--- config.mk ---
export PLATFORM = sky130hd
export DESIGN_NAME = piso_shift_reg
export DESIGN_NICKNAME = d
export VERILOG_FILES = /design/src/rtl/piso_shift_reg.sv
export SDC_FILE = /design/constraint.sdc
export NUM_CORES = 1
export LEC_CHECK = 0
export CORE_AREA = 4 4 41 43
export CTS_CLUSTER_SIZE = 30
export DETAILED_ROUTE_END_ITERATION = 6
export DIE_AREA = 0 0 45 47
export GPL_TIMING_DRIVEN = 1
export RECOVER_POWER = 100
export SKIP_CTS_REPAIR_TIMING = 1
export SLEW_MARGIN = 10
export SYNTH_ARGS = -nofsm -noshare
export SYNTH_HDL_FRONTEND = slang
export SYNTH_SLANG_ARGS = --single-unit
--- constraint.sdc ---
create_clock -name clk -period 1.1 [get_ports clk]
set_input_delay 0.11 -clock clk [delete_from_list [all_inputs] [get_ports clk]]
set_output_delay 0.11 -clock clk [all_outputs]
set_load 0.02 [all_outputs]
--- src/rtl/piso_shift_reg.sv ---
// rtl/piso_shift_reg.sv - parameterised parallel-in/serial-out shift register
// Optional build macro: PISO_LSB_FIRST_EN selects LSB-first serialisation (default MSB-first).

module piso_shift_reg #(
    parameter int N = 4
) (
    input  logic         clk,
    input  logic         reset,
    input  logic         load,
    input  logic [N-1:0] parallel_in,
    output logic         serial_out
);

    logic [N-1:0] sreg;
    logic [N-1:0] sreg_shifted;

`ifdef PISO_LSB_FIRST_EN
    // Bits leave from position 0; zeros enter at the top.
    assign sreg_shifted = {1'b0, sreg[N-1:1]};
    assign serial_out   = sreg[0];
`else
    assign sreg_shifted = {sreg[N-2:0], 1'b0};
    assign serial_out   = sreg[N-1];
`endif

    // Reset wins over load, load wins over shift; a load mid-word discards the rest.
    always_ff @(posedge clk) begin
        if (reset) begin
            sreg <= '0;
        end else if (load) begin
            sreg <= parallel_in;
        end else begin
            sreg <= sreg_shifted;
        end
    end

endmodule

Word-level counts from Yosys, hierarchy flattened
Cells that the tools add are included.
{"block": "word_totals", "ff_bits": 4, "inputBits": 7, "out_inout_bits": 1, "word_cells": 5}
{"block": "classes", "n_mux": 1, "bitwise_logic": 1, "n_reduce_logical": 1}
{"cell": "$mux W4", "n": 1}
{"cell": "$reduce_or A2 Y1", "n": 1}
{"cell": "$not A1 Y1", "n": 1}

Longest topological paths before layout
{"block": "depth", "word_depth": 2, "depth_mapped": 2, "ltp_nobuf": 2}

Least setup slack after synthesis
No wires, ideal clock.
{"block": "synth_path", "path_type": "reg2reg", "from": "register sreg[0]", "to": "register sreg[1]", "setup_ns": 0.114, "t_arrival_ns": 0.422, "required_time_ns": 0.986, "setup_slack_ns": 0.564, "path_stages_with_launch": 3, "n_path_buf": 0, "synth_period_minus_slack_ns": 0.536, "cell_sequence": "dfxtp_1 mux2i_1 nor2_1"}
{"block": "synth_between", "elab_chain_len": 1}
{"element": "from (decl)", "line": "14", "text": "logic [N-1:0] sreg;"}
{"element": "from (signal assigned)", "line": "31", "text": "sreg <= parallel_in;"}
{"element": "from (signal assigned)", "line": "33", "text": "sreg <= sreg_shifted;"}
{"element": "$mux W4", "line": "30", "text": "end else if (load) begin"}
Every way passes these cells.
A chain may end at the register's enable or synchronous reset.

Worst setup path in the final report
{"block": "layout_path", "from": "input load", "to": "register sreg[3]"}
{"block": "layout_between", "elab_chain_len": 1}
{"element": "from (decl)", "line": "9", "text": "input logic load,"}
{"element": "$mux W4", "line": "30"}
Every way passes these cells.

==> metrics <==
compound-cell area share of the yosys netlist 0; pwr/cell area 1540 nW/µm²; combinational fraction of design power 0.114; routability-driven placement congestion ratio 0.574; Yosys top cell by area dfxtp_1; Max-slew headroom 0.831; Die H 47 µm; Initial DRC Count 3; Buffers on Ports 7; CTS sink cnt 4; die width 45 µm; DRT Pass-1 Iters 3; register area share after synthesis 0.610; Tcrit/Tclk final 0.838; Syn Std Cell Area 131 µm²; GRT Util Overall 0.0403; DRC 0; max reg flops 4; Synth area leaders dfxtp_1, mux2i_1, nor2_1, and3b_2; Post-Syn Nets 18; biggest regs sreg: 4 flops; total CTS buffers 3; Non-Filler Instances 37; worst slew pin tran around 0.25 ns; H-tree levels 1; Distinct cells, synth 4; worst endpoint data arrival time 1.04 ns; total grt overflow 0; detailed-route via count between 100 and 150; Slew Limit Fails 0; Hold Fails Final Rpt 0; commonest non-fill, non-tap cell in the layout clkdlybuf4s50_1; initial antenna violation count 0; Syn-to-layout area delta 85.7%; most flop-heavy register sreg; Reg power frac 0.413; Fillers ~160; DP Cell Count 34; ratio of cells with drive above 1 in the final layout 0.227; status complete, no violations; fin crit period between 0.9 and 1 ns; Skew-Pair Late Insertion Delay approximately 0.23 ns; first-pass GRT wire length about 500 µm; Net Sw Frac 0.192; antenna cells 0; largest net degree at the start of global routing 5; vias per cell around 3.1; Tot Pwr between 0.0003 and 0.0004 W; Max Cap Viol 0; wire per inst around 8 µm; clk slew on worst S/H paths 0.04 ns; leakage ~0.11 nW; flops & latches, synth 4; crit start category input port; Synth Area in Simple Gates 0.162; I/O pins 8; overall die area between 2000 and 2500 µm²; Clk network pwr share 0.473; remaining antenna violation count 0; Pint around 0.0003 W; FP Rows 13; RSZ-0062 raised after global routing no; Setup violations, final 0; Root Buffer clkbuf_4; Clock Path Buffers 2; commonest cells after routing, fill and taps aside clkdlybuf4s50_1, dfxtp_1, mux2i_1, nor2_1, clkbuf_4; Placeable Area ~1300 µm²; Fmax between 1 and 1.5 GHz; vias in the first global route between 100 and 150; type of the most critical hold path register to register; XOR/XNOR Fraction of Synth Area 0; peak supply drop ~0.46 mV; wirelength, routed ~300 µm; WS Path Type input port to register; Post-Synth Adder-Cell Area 0; largest family of logic cells by synthesized area multiplexers; Syn Inst Count 11; Worst EP required approximately 1.2 ns; initial core utilization 0.101; mux contribution to synthesized area 0.229; NetSw ~0.000072 W; CP Max Fanout 4; Yosys Warn Count 0; CTS tree built; share of the synthesized area in the top cell type 0.610; Max Clock Skew 0.00226 ns; crit path capture type register; final net count 31; Avg Cell Area, Syn 11.9 µm²
-- power groups by stage --
stage,logic [W],registers [W],clock network [W]
5_1_grt,0.0000457,0.000156,0.000202
4_1_cts,0.0000465,0.000155,0.000189
3_3_place_gp,0.0000460,0.000157,0
6_report,0.0000429,0.000155,0.000178
3_5_place_dp,0.0000461,0.000157,0
2_1_floorplan,0.0000105,0.000160,0
-- final cells by class --
class / count / area, µm² / area share
tap: 15 / 18.8 / 0.0769
multi-input combinational: 7 / 51.3 / 0.210
sequential: 4 / 80.1 / 0.328
timing repair buffer: 8 / 71.3 / 0.292
clock buffer: 3 / 22.5 / 0.0923
-- stage by stage --
| step | hold WS, ns | setup WS (ns) | util | setup TNS [ns] | cell area (µm²) |
|---|---|---|---|---|---|
| floorplan | 0.182 | 0.564 | - | 0 | 131 |
| global placement | 0.441 | 0.0266 | 0.175 | 0 | 228 |
| detailed placement | 0.455 | 0.0202 | 0.175 | 0 | 228 |
| CTS | 0.461 | -0.144 | 0.192 | -0.144 | 250 |
| global route | 0.472 | 0.152 | 0.188 | 0 | 244 |
| finish | 0.453 | 0.178 | 0.188 | 0 | 244 |
-- critical path, stage by stage --
cell	delay (ns)
dlygate4sd3_1	0.66
mux2i_1	0.22
nor2_1	0.05
-- layer usage --
metal	wire length, µm	part of all wire	GRT usage	vias to the layer above
met5	0	0	0	-
met4	0	0	0.0175	0
met3	71	0.24	0.0613	0
met2	71	0.24	0.0395	10
met1	156	0.52	0.0409	45
li1	-	-	-	60
-- worst paths after layout --
path,cells after the start,to,slack (ns),startpoint
max,3,sreg[3]$_SDFF_PP0_,0.18,load
min,2,sreg[2]$_SDFF_PP0_,0.45,sreg[1]$_SDFF_PP0_
max reg2reg,2,sreg[3]$_SDFF_PP0_,0.53,sreg[2]$_SDFF_PP0_
min reg2reg,2,sreg[2]$_SDFF_PP0_,0.45,sreg[1]$_SDFF_PP0_
-- logic make-up after synthesis --
kind of cell / after synthesis
flops: 4
simple gates: 4
mux: 3
-- Yosys cell counts --
library cell and count:
nor2_1 3, and3b_2 1, dfxtp_1 4, mux2i_1 3
(Power assumes the default switching activity.)
